$ cat config.mk
export PLATFORM = sky130hd
export DESIGN_NAME = step_move_engine_flat
export DESIGN_NICKNAME = d
export VERILOG_FILES = /design/src/rtl/step_move_engine_if.sv /design/src/rtl/step_move_engine.sv /design/src/flat_wrapper.sv
export SDC_FILE = /design/constraint.sdc
export NUM_CORES = 1
export LEC_CHECK = 0
export ABC_AREA = 1
export CAP_MARGIN = 20
export CELL_PAD_IN_SITES_DETAIL_PLACEMENT = 2
export CELL_PAD_IN_SITES_GLOBAL_PLACEMENT = 2
export CORE_MARGIN = 1
export CORE_UTILIZATION = 33
export CTS_CLUSTER_SIZE = 20
export DETAILED_ROUTE_END_ITERATION = 8
export HOLD_SLACK_MARGIN = 0.12
export PLACE_DENSITY = 0.92
export SYNTH_ARGS = -nofsm -noshare
export SYNTH_HDL_FRONTEND = slang
export SYNTH_SLANG_ARGS = --single-unit
export TNS_END_PERCENT = 30
$ cat constraint.sdc
create_clock -name clk -period 3.7 [get_ports clk]
set_clock_uncertainty 0.1 [all_clocks]
set_input_delay 0.37 -clock clk [delete_from_list [all_inputs] [get_ports clk]]
set_output_delay 0.37 -clock clk [all_outputs]
set_load 0.03 [all_outputs]
$ cat src/rtl/step_move_engine_if.sv
// Command handshake bundle for step_move_engine: one relative move, pause or NOP
// per accepted cmd_valid/cmd_ready transfer.
interface step_move_engine_if #(
  parameter int CNT_W = 8,
  parameter int DLY_W = 20
);
  logic             cmd_valid;
  logic             cmd_ready;
  logic [1:0]       cmd_op;
  logic [CNT_W-1:0] cmd_steps;
  logic [DLY_W-1:0] cmd_delay;

  modport master (
    output cmd_valid,
    output cmd_op,
    output cmd_steps,
    output cmd_delay,
    input  cmd_ready
  );

  modport slave (
    input  cmd_valid,
    input  cmd_op,
    input  cmd_steps,
    input  cmd_delay,
    output cmd_ready
  );
endinterface

$ cat src/rtl/step_move_engine.sv
// Motion micro-sequencer: runs one full/half-step relative move or timed pause per
// command, owns the motor position register and strobes step_pulse on every update.
module step_move_engine #(
  parameter int POS_W = 8,
  parameter int CNT_W = 8,
  parameter int DLY_W = 20
) (
  input  logic                clk,
  input  logic                reset_n,
  step_move_engine_if.slave   cmd,
  input  logic                abort,
  input  logic                pos_load,
  input  logic [POS_W-1:0]    pos_in,
  output logic [POS_W-1:0]    position,
  output logic                step_pulse,
  output logic                dir,
  output logic [CNT_W-1:0]    steps_left,
  output logic                busy,
  output logic                done
);

  typedef enum logic [1:0] {
    ST_IDLE = 2'd0,
    ST_STEP = 2'd1,
    ST_WAIT = 2'd2,
    ST_DONE = 2'd3
  } state_t;

  typedef enum logic [1:0] {
    OP_FULL  = 2'b00,
    OP_HALF  = 2'b01,
    OP_PAUSE = 2'b10,
    OP_NOP   = 2'b11
  } op_t;

  localparam logic [CNT_W-1:0] CNT_ZERO = {CNT_W{1'b0}};
  localparam logic [CNT_W-1:0] CNT_ONE  = {{(CNT_W-1){1'b0}}, 1'b1};
  localparam logic [DLY_W-1:0] DLY_ZERO = {DLY_W{1'b0}};
  localparam logic [DLY_W-1:0] DLY_ONE  = {{(DLY_W-1){1'b0}}, 1'b1};
  localparam logic [POS_W-1:0] INC_FULL = {{(POS_W-2){1'b0}}, 2'b10};
  localparam logic [POS_W-1:0] INC_HALF = {{(POS_W-1){1'b0}}, 1'b1};

  state_t           state_r, state_s;
  op_t              op_r, op_s;
  logic [DLY_W-1:0] dly_r, dly_s;
  logic [DLY_W-1:0] cnt_r, cnt_s;
  logic [POS_W-1:0] pos_r, pos_s;
  logic [POS_W-1:0] inc_s;
  logic [CNT_W-1:0] left_r, left_s;
  logic             dir_r, dir_s;
  logic             step_s;
  logic             busy_r, done_r, ready_r;

  // Unsigned magnitude of a two's-complement count; the most negative value maps to 2^(CNT_W-1).
  function automatic logic [CNT_W-1:0] magnitude(input logic [CNT_W-1:0] v);
    if (v[CNT_W-1]) begin
      magnitude = ~v + CNT_ONE;
    end else begin
      magnitude = v;
    end
  endfunction

  // Next-state and next-datapath logic for the sequencer.
  always_comb begin
    state_s = state_r;
    op_s    = op_r;
    dly_s   = dly_r;
    cnt_s   = cnt_r;
    pos_s   = pos_r;
    left_s  = left_r;
    dir_s   = dir_r;
    step_s  = 1'b0;
    inc_s   = (op_r == OP_FULL) ? INC_FULL : INC_HALF;
    case (state_r)
      ST_IDLE: begin
        if (pos_load) begin
          pos_s = pos_in;
        end else begin
          pos_s = pos_r;
        end
        if (cmd.cmd_valid) begin
          op_s   = op_t'(cmd.cmd_op);
          dly_s  = cmd.cmd_delay;
          left_s = magnitude(cmd.cmd_steps);
          case (op_t'(cmd.cmd_op))
            OP_FULL, OP_HALF: begin
              dir_s   = cmd.cmd_steps[CNT_W-1];
              state_s = ST_STEP;
            end
            OP_PAUSE: begin
              cnt_s = cmd.cmd_delay;
              if (cmd.cmd_delay == DLY_ZERO) begin
                state_s = ST_DONE;
              end else begin
                state_s = ST_WAIT;
              end
            end
            default: begin
              state_s = ST_DONE;
            end
          endcase
        end else begin
          state_s = ST_IDLE;
        end
      end
      ST_STEP: begin
        // Abort wins over a pending step: no position change and no strobe.
        if (abort) begin
          state_s = ST_DONE;
        end else if (left_r == CNT_ZERO) begin
          state_s = ST_DONE;
        end else begin
          step_s = 1'b1;
          pos_s  = dir_r ? (pos_r - inc_s) : (pos_r + inc_s);
          left_s = left_r - CNT_ONE;
          if (dly_r == DLY_ZERO) begin
            state_s = ST_STEP;
          end else begin
            cnt_s   = dly_r;
            state_s = ST_WAIT;
          end
        end
      end
      ST_WAIT: begin
        if (abort) begin
          state_s = ST_DONE;
        end else begin
          cnt_s = cnt_r - DLY_ONE;
          if (cnt_r <= DLY_ONE) begin
            state_s = (op_r == OP_PAUSE) ? ST_DONE : ST_STEP;
          end else begin
            state_s = ST_WAIT;
          end
        end
      end
      ST_DONE: begin
        state_s = ST_IDLE;
      end
      default: begin
        state_s = ST_IDLE;
      end
    endcase
  end

  // State, datapath and registered status flags.
  always_ff @(posedge clk or negedge reset_n) begin
    if (!reset_n) begin
      state_r <= ST_IDLE;
      op_r    <= OP_NOP;
      dly_r   <= DLY_ZERO;
      cnt_r   <= DLY_ZERO;
      pos_r   <= {POS_W{1'b0}};
      left_r  <= CNT_ZERO;
      dir_r   <= 1'b0;
      busy_r  <= 1'b0;
      done_r  <= 1'b0;
      ready_r <= 1'b1;
    end else begin
      state_r <= state_s;
      op_r    <= op_s;
      dly_r   <= dly_s;
      cnt_r   <= cnt_s;
      pos_r   <= pos_s;
      left_r  <= left_s;
      dir_r   <= dir_s;
      busy_r  <= (state_s != ST_IDLE);
      done_r  <= (state_s == ST_DONE);
      ready_r <= (state_s == ST_IDLE);
    end
  end

  // step_pulse is decoded in-cycle so that a same-cycle abort can suppress it.
  assign step_pulse    = step_s;
  assign position      = pos_r;
  assign steps_left    = left_r;
  assign dir           = dir_r;
  assign busy          = busy_r;
  assign done          = done_r;
  assign cmd.cmd_ready = ready_r;

endmodule

$ cat src/flat_wrapper.sv
// flat-port wrapper written by rule: the top's interface ports become plain ports
module step_move_engine_flat 
#(
  parameter int POS_W = 8,
  parameter int CNT_W = 8,
  parameter int DLY_W = 20
)
  (clk, reset_n, abort, pos_load, pos_in, position, step_pulse, dir, steps_left, busy, done, cmd_cmd_valid, cmd_cmd_op, cmd_cmd_steps, cmd_cmd_delay, cmd_cmd_ready);
  step_move_engine_if #(.CNT_W(CNT_W), .DLY_W(DLY_W)) cmd_i ();
  input  logic clk;
  input  logic reset_n;
  input  logic abort;
  input  logic pos_load;
  input  logic [POS_W-1:0] pos_in;
  output logic [POS_W-1:0] position;
  output logic step_pulse;
  output logic dir;
  output logic [CNT_W-1:0] steps_left;
  output logic busy;
  output logic done;
  input wire logic [$bits(cmd_i.cmd_valid)-1:0] cmd_cmd_valid;
  input wire logic [$bits(cmd_i.cmd_op)-1:0] cmd_cmd_op;
  input wire logic [$bits(cmd_i.cmd_steps)-1:0] cmd_cmd_steps;
  input wire logic [$bits(cmd_i.cmd_delay)-1:0] cmd_cmd_delay;
  output wire logic [$bits(cmd_i.cmd_ready)-1:0] cmd_cmd_ready;
  assign cmd_i.cmd_valid = cmd_cmd_valid;
  assign cmd_i.cmd_op = cmd_cmd_op;
  assign cmd_i.cmd_steps = cmd_cmd_steps;
  assign cmd_i.cmd_delay = cmd_cmd_delay;
  assign cmd_cmd_ready = cmd_i.cmd_ready;
  step_move_engine #(.POS_W(POS_W), .CNT_W(CNT_W), .DLY_W(DLY_W)) u_core (.clk(clk), .reset_n(reset_n), .cmd(cmd_i), .abort(abort), .pos_load(pos_load), .pos_in(pos_in), .position(position), .step_pulse(step_pulse), .dir(dir), .steps_left(steps_left), .busy(busy), .done(done));
endmodule
Yosys cells after proc, flatten, opt, wreduce, memory -nomap -nowiden
Cells that the tools add are included.

Flip-flop bits (word level): 64. Bits of input ports: 43. Output and inout bits: 21. Word-level logic and storage cells: 78.

Add/sub/neg operators: 5. $lt $le $gt $ge: 1. Equal/unequal tests: 14. Muxes and demuxes: 31. Bitwise logic cells: 1. Reductions and logical operators: 16.

Operators by type and width (count): 20-bit two-way mux (6); 8-bit two-way mux (8); 20-bit case mux with 3 select lines (1); 20-bit zero test (2); 8-bit case mux with 2 select lines (2); 20-bit by 1-bit less-or-equal comparator with 1-bit output, second input constant (1); 20-bit by 1-bit subtractor with 20-bit output, second input constant (1); 2-bit two-way mux (8); 2-bit != test, second input constant (7); 2-bit equality test, second input constant (5); 8-bit by 1-bit adder with 8-bit output, second input constant (1); 8-bit adder (1); 2-bit zero test (4); 8-bit zero test (1); 8-bit NOT (1); 2-bit case mux with 4 select lines (1); 4-bit AND reduction (2); 8-bit by 1-bit subtractor with 8-bit output, second input constant (1); 8-bit subtractor (1); 7-bit AND reduction (1); 2-bit by 1-bit equality test with 1-bit output, second input constant (2); 1-bit two-way mux (4); 2-bit case mux with 2 select lines (1); 2-bit nonzero test (2); other kinds (4) (4).

Depth between registers and ports, before layout
Depth after elaboration: 7. Depth in mapped cells: 14. Gate-level depth less buffers: 14.

Least setup slack after synthesis
Ideal clock, no wire load.

Kind: reg-to-output. Start point: reg u_core.left_r[0], in the netlist u_core.steps_left[0]. End point: out step_pulse. Arrival: 1547 ps. Required time: 3230 ps. Setup slack: 1683 ps. Stages on the path, launching flop included: 8. Path buffers: 0. Path through: dfrtp_1 inv_1 ha_1 inv_2 nor2_4 nand2_4 o21ai_4 nor2_1.

Cells in the longest elaborated chain, start to end: 4.

RTL lines: from (decl) (line step_move_engine.sv:49) `logic [CNT_W-1:0] left_r, left_s;`; from (signal assigned) (line step_move_engine.sv:164) `left_r <= left_s;`; 8-bit zero test (line step_move_engine.sv:110) `end else if (left_r == CNT_ZERO) begin`; 1-bit two-way mux (line step_move_engine.sv:110); 1-bit two-way mux (line step_move_engine.sv:108) `if (abort) begin`; 1-bit two-way mux (line step_move_engine.sv:74) `case (state_r)`; to (decl) (line flat_wrapper.sv:16) `output logic step_pulse;`.

Every way passes these cells.

Worst setup path after layout
Ends and elaborated chain as after synthesis.

==> run metrics <==
run status completed; share of the synthesized area in the top cell type 34.3%; hold violation total from the final report 0; Synth async-reset ratio 100%; number of DRC markers in iteration 0 213; input/output buffers 63; Design Area, Final 5590 µm²; initial cell density of the core 33.7%; cell count of the worst reg-to-reg path 11; Cell Count, Final, Fillers Out 871; final weighted congestion in routability-driven placement 0.841; number of buffers between clock root and the deepest sink 2; overall die area 14,000 µm²; Warnings, synthesis 0; share of synthesized area occupied by flip-flops and latches 36.1%; number of H-tree levels 3; number of stages on the worst hold path 2; number of primary I/O pins 64; final worst-path cycle share 76.9%; total routed wirelength 17.7 mm; cell area after technology mapping 4450 µm²; final number of setup-violating endpoints 0; number of antenna violations at the first check in global routing 0; number of filler instances in the final layout 1,553; data arrival at the endpoint of the critical path 2.38 ns; core area 13,200 µm²; RSZ-0062 raised after global routing no; total of max-cap violations 0; fraction of power spent switching nets 51.5%; leakage component of the power 0.00264 µW; number of global-route vias before repair 5,419; GRT Total Usage 26.2%; nets 749; maximum frequency from static timing analysis 351 MHz; largest fanout of any net on the critical path 4; wire length of the first global-routing pass 28.2 mm; placement row count 42; TritonCTS clock tree yes; share of layout cells above drive strength 1 10.4%; Sinks on Clock Net 64; power per unit of standard cell area 1060 nW/µm²; count of flip-flops with a built-in enable after synthesis 0; Most used DFF post-synth dfrtp_1; most frequently used cell type in the post-synthesis netlist nand2_1; unique cell type count in the Yosys netlist 46; switching power summed over all nets 3050 µW; Slew Limit Headroom 35.9%; Cells after Synth 628; clock-pin transition on the worst setup and hold timing paths 0.06 ns; internal power consumption 2870 µW; total nets after synthesis 687; crit path launch type flip-flop; post-layout minimum cycle time 2.85 ns; Wirelength per Cell 20.3 µm; total instance count after detailed placement 853; post-CTS setup repair buffer count 0; P&R area growth vs syn 25.6%; reg-to-reg slack, setup 1.21 ns; leading area contributor after synthesis dfrtp_1; share of power burned in combinational logic 59.9%; crit end category primary output; post_cts resized 0; WS Path Type reg2out; Skew-Pair Late Insertion Delay 0.35 ns; Least-Margin Pin Slew 0.961 ns; Peak supply drop 0.000371 V; final total power 5910 µW; combined area of the multi-input logic cells 2430 µm²; sequential cell fraction of total power 24.1%; pin count of the biggest net entering global routing 38; Final Max Slew Viols 0; residual overflow from global routing 0; number of vias per cell after detailed routing 5.35; required time reported for the critical path endpoint 3.23 ns; Chip Height 118 µm; number of diodes 0; post-synthesis area per instance 7.09 µm²; antenna-violating nets left 0; final core area utilization 42.4%; FF+latch count, synth 64; top cells by count, synth nand2_1 (168), inv_1 (77), dfrtp_1 (61), nor2_1 (61), o21ai_0 (48); root cell of the clock tree clkbuf_16; cell area after placement 5230 µm²; detailed placer's ending HPWL 12.5 mm; class of the tightest hold or removal check reg2reg; Chip Width 118 µm; detailed-route via count 4,656; number of buffers created by CTS 9; final setup TNS 0 ns; post-detailed-route DRC marker count 0; sequential cell area 1610 µm²; number of search-and-repair iterations in the first detailed-routing pass 5; clock network fraction of total power 16.0%; top area cells in the synthesized netlist dfrtp_1 (34%), nand2_1 (14%), inv_1 (6.5%)
-- registers in the layout (all words and copies together), names as in the netlist --
name	cells
u_core.cnt_r	20
u_core.dly_r	20
u_core.cmd.cmd_ready	1
u_core.state_r	2
u_core.position	8
u_core.steps_left	8
u_core.op_r	2
u_core.done	1
u_core.dir	1
u_core.busy	1
-- metrics by stage --
step / setup slack (ns) / hold slack (ns)
floorplan: 1.68 / -0.0256
global placement: 1.34 / 0.391
detailed placement: 1.22 / 0.404
CTS: 0.901 / 0.420
global route: 0.739 / 0.447
finish: 0.854 / 0.415
-- cells by family after synthesis --
group	Yosys count	synth area share, %
xor+xnor	10	1.97
buf+inv	101	9.39
compound gates	131	17.5
flops	64	36.1
mux	1	0.225
simple gates	305	30.1
fa+ha+maj	16	4.67
-- final timing paths --
kind,start,to
max in group asynchronous,reset_n,u_core.cmd.cmd_ready
hold reg to reg,u_core.dly_r[9],u_core.dly_r[9]
hold / removal,u_core.dly_r[9],u_core.dly_r[9]
min in group asynchronous,reset_n,u_core.steps_left[0]
setup / recovery,u_core.steps_left[0],step_pulse
setup reg to reg,u_core.steps_left[0],u_core.steps_left[1]
-- critical path, stage by stage, from the launching register on --
cell             delay [ns]
dfrtp_1                0.44
inv_1                  0.18
ha_1                   0.22
inv_2                  0.06
nor2_4                 0.15
nand2_4                0.09
o21ai_4                0.20
nor2_1                 0.09
clkdlybuf4s50_1        0.59
-- power by group through the flow --
stage	clock network, µW	registers, µW	logic (µW)
floorplan	0	1520	2220
global placement	0	1390	3090
detailed placement	0	1420	3380
CTS	967	1410	3480
global route	994	1470	3890
finish	948	1420	3540
-- placed cells by master (no fill, tap or decap), types with 15 or more instances in the layout --
cell	instances
nor2_1	61
inv_1	77
a21oi_1	38
clkdlybuf4s50_1	62
o21ai_0	48
nand3_1	33
nand2_1	168
ha_1	15
dfrtp_1	61
o21ai_2	15
-- layer usage --
| layer | wire length (µm) | share of wire, % | GRT usage (%) | vias to the layer above |
|---|---|---|---|---|
| met1 | 7000 | 40 | 28.3 | 2350 |
| met3 | 610 | 3.4 | 5.50 | 41 |
| met5 | 0 | 0 | 0 | - |
| met4 | 522 | 3.0 | 11.8 | 0 |
| met2 | 9550 | 54 | 48.6 | 108 |
| li1 | - | - | - | 2157 |
-- area by class of cell --
class                   count  share of cell area [%]
multi-input cells         463                    43.4
flip-flops and latches     64                    28.7
repair buffers             71                    12.7
inverters                  81                    5.48
clock buffers               9                    4.03
well taps                 176                    3.94
clock inverters             7                    1.72
-- what timing repair did --
action                                 in CTS  in global routing
hold buffers                                1                  0
endpoints found under the hold margin      17                  0
setup endpoints to repair                   0                  0
Power figures use the tool's default switching activity.
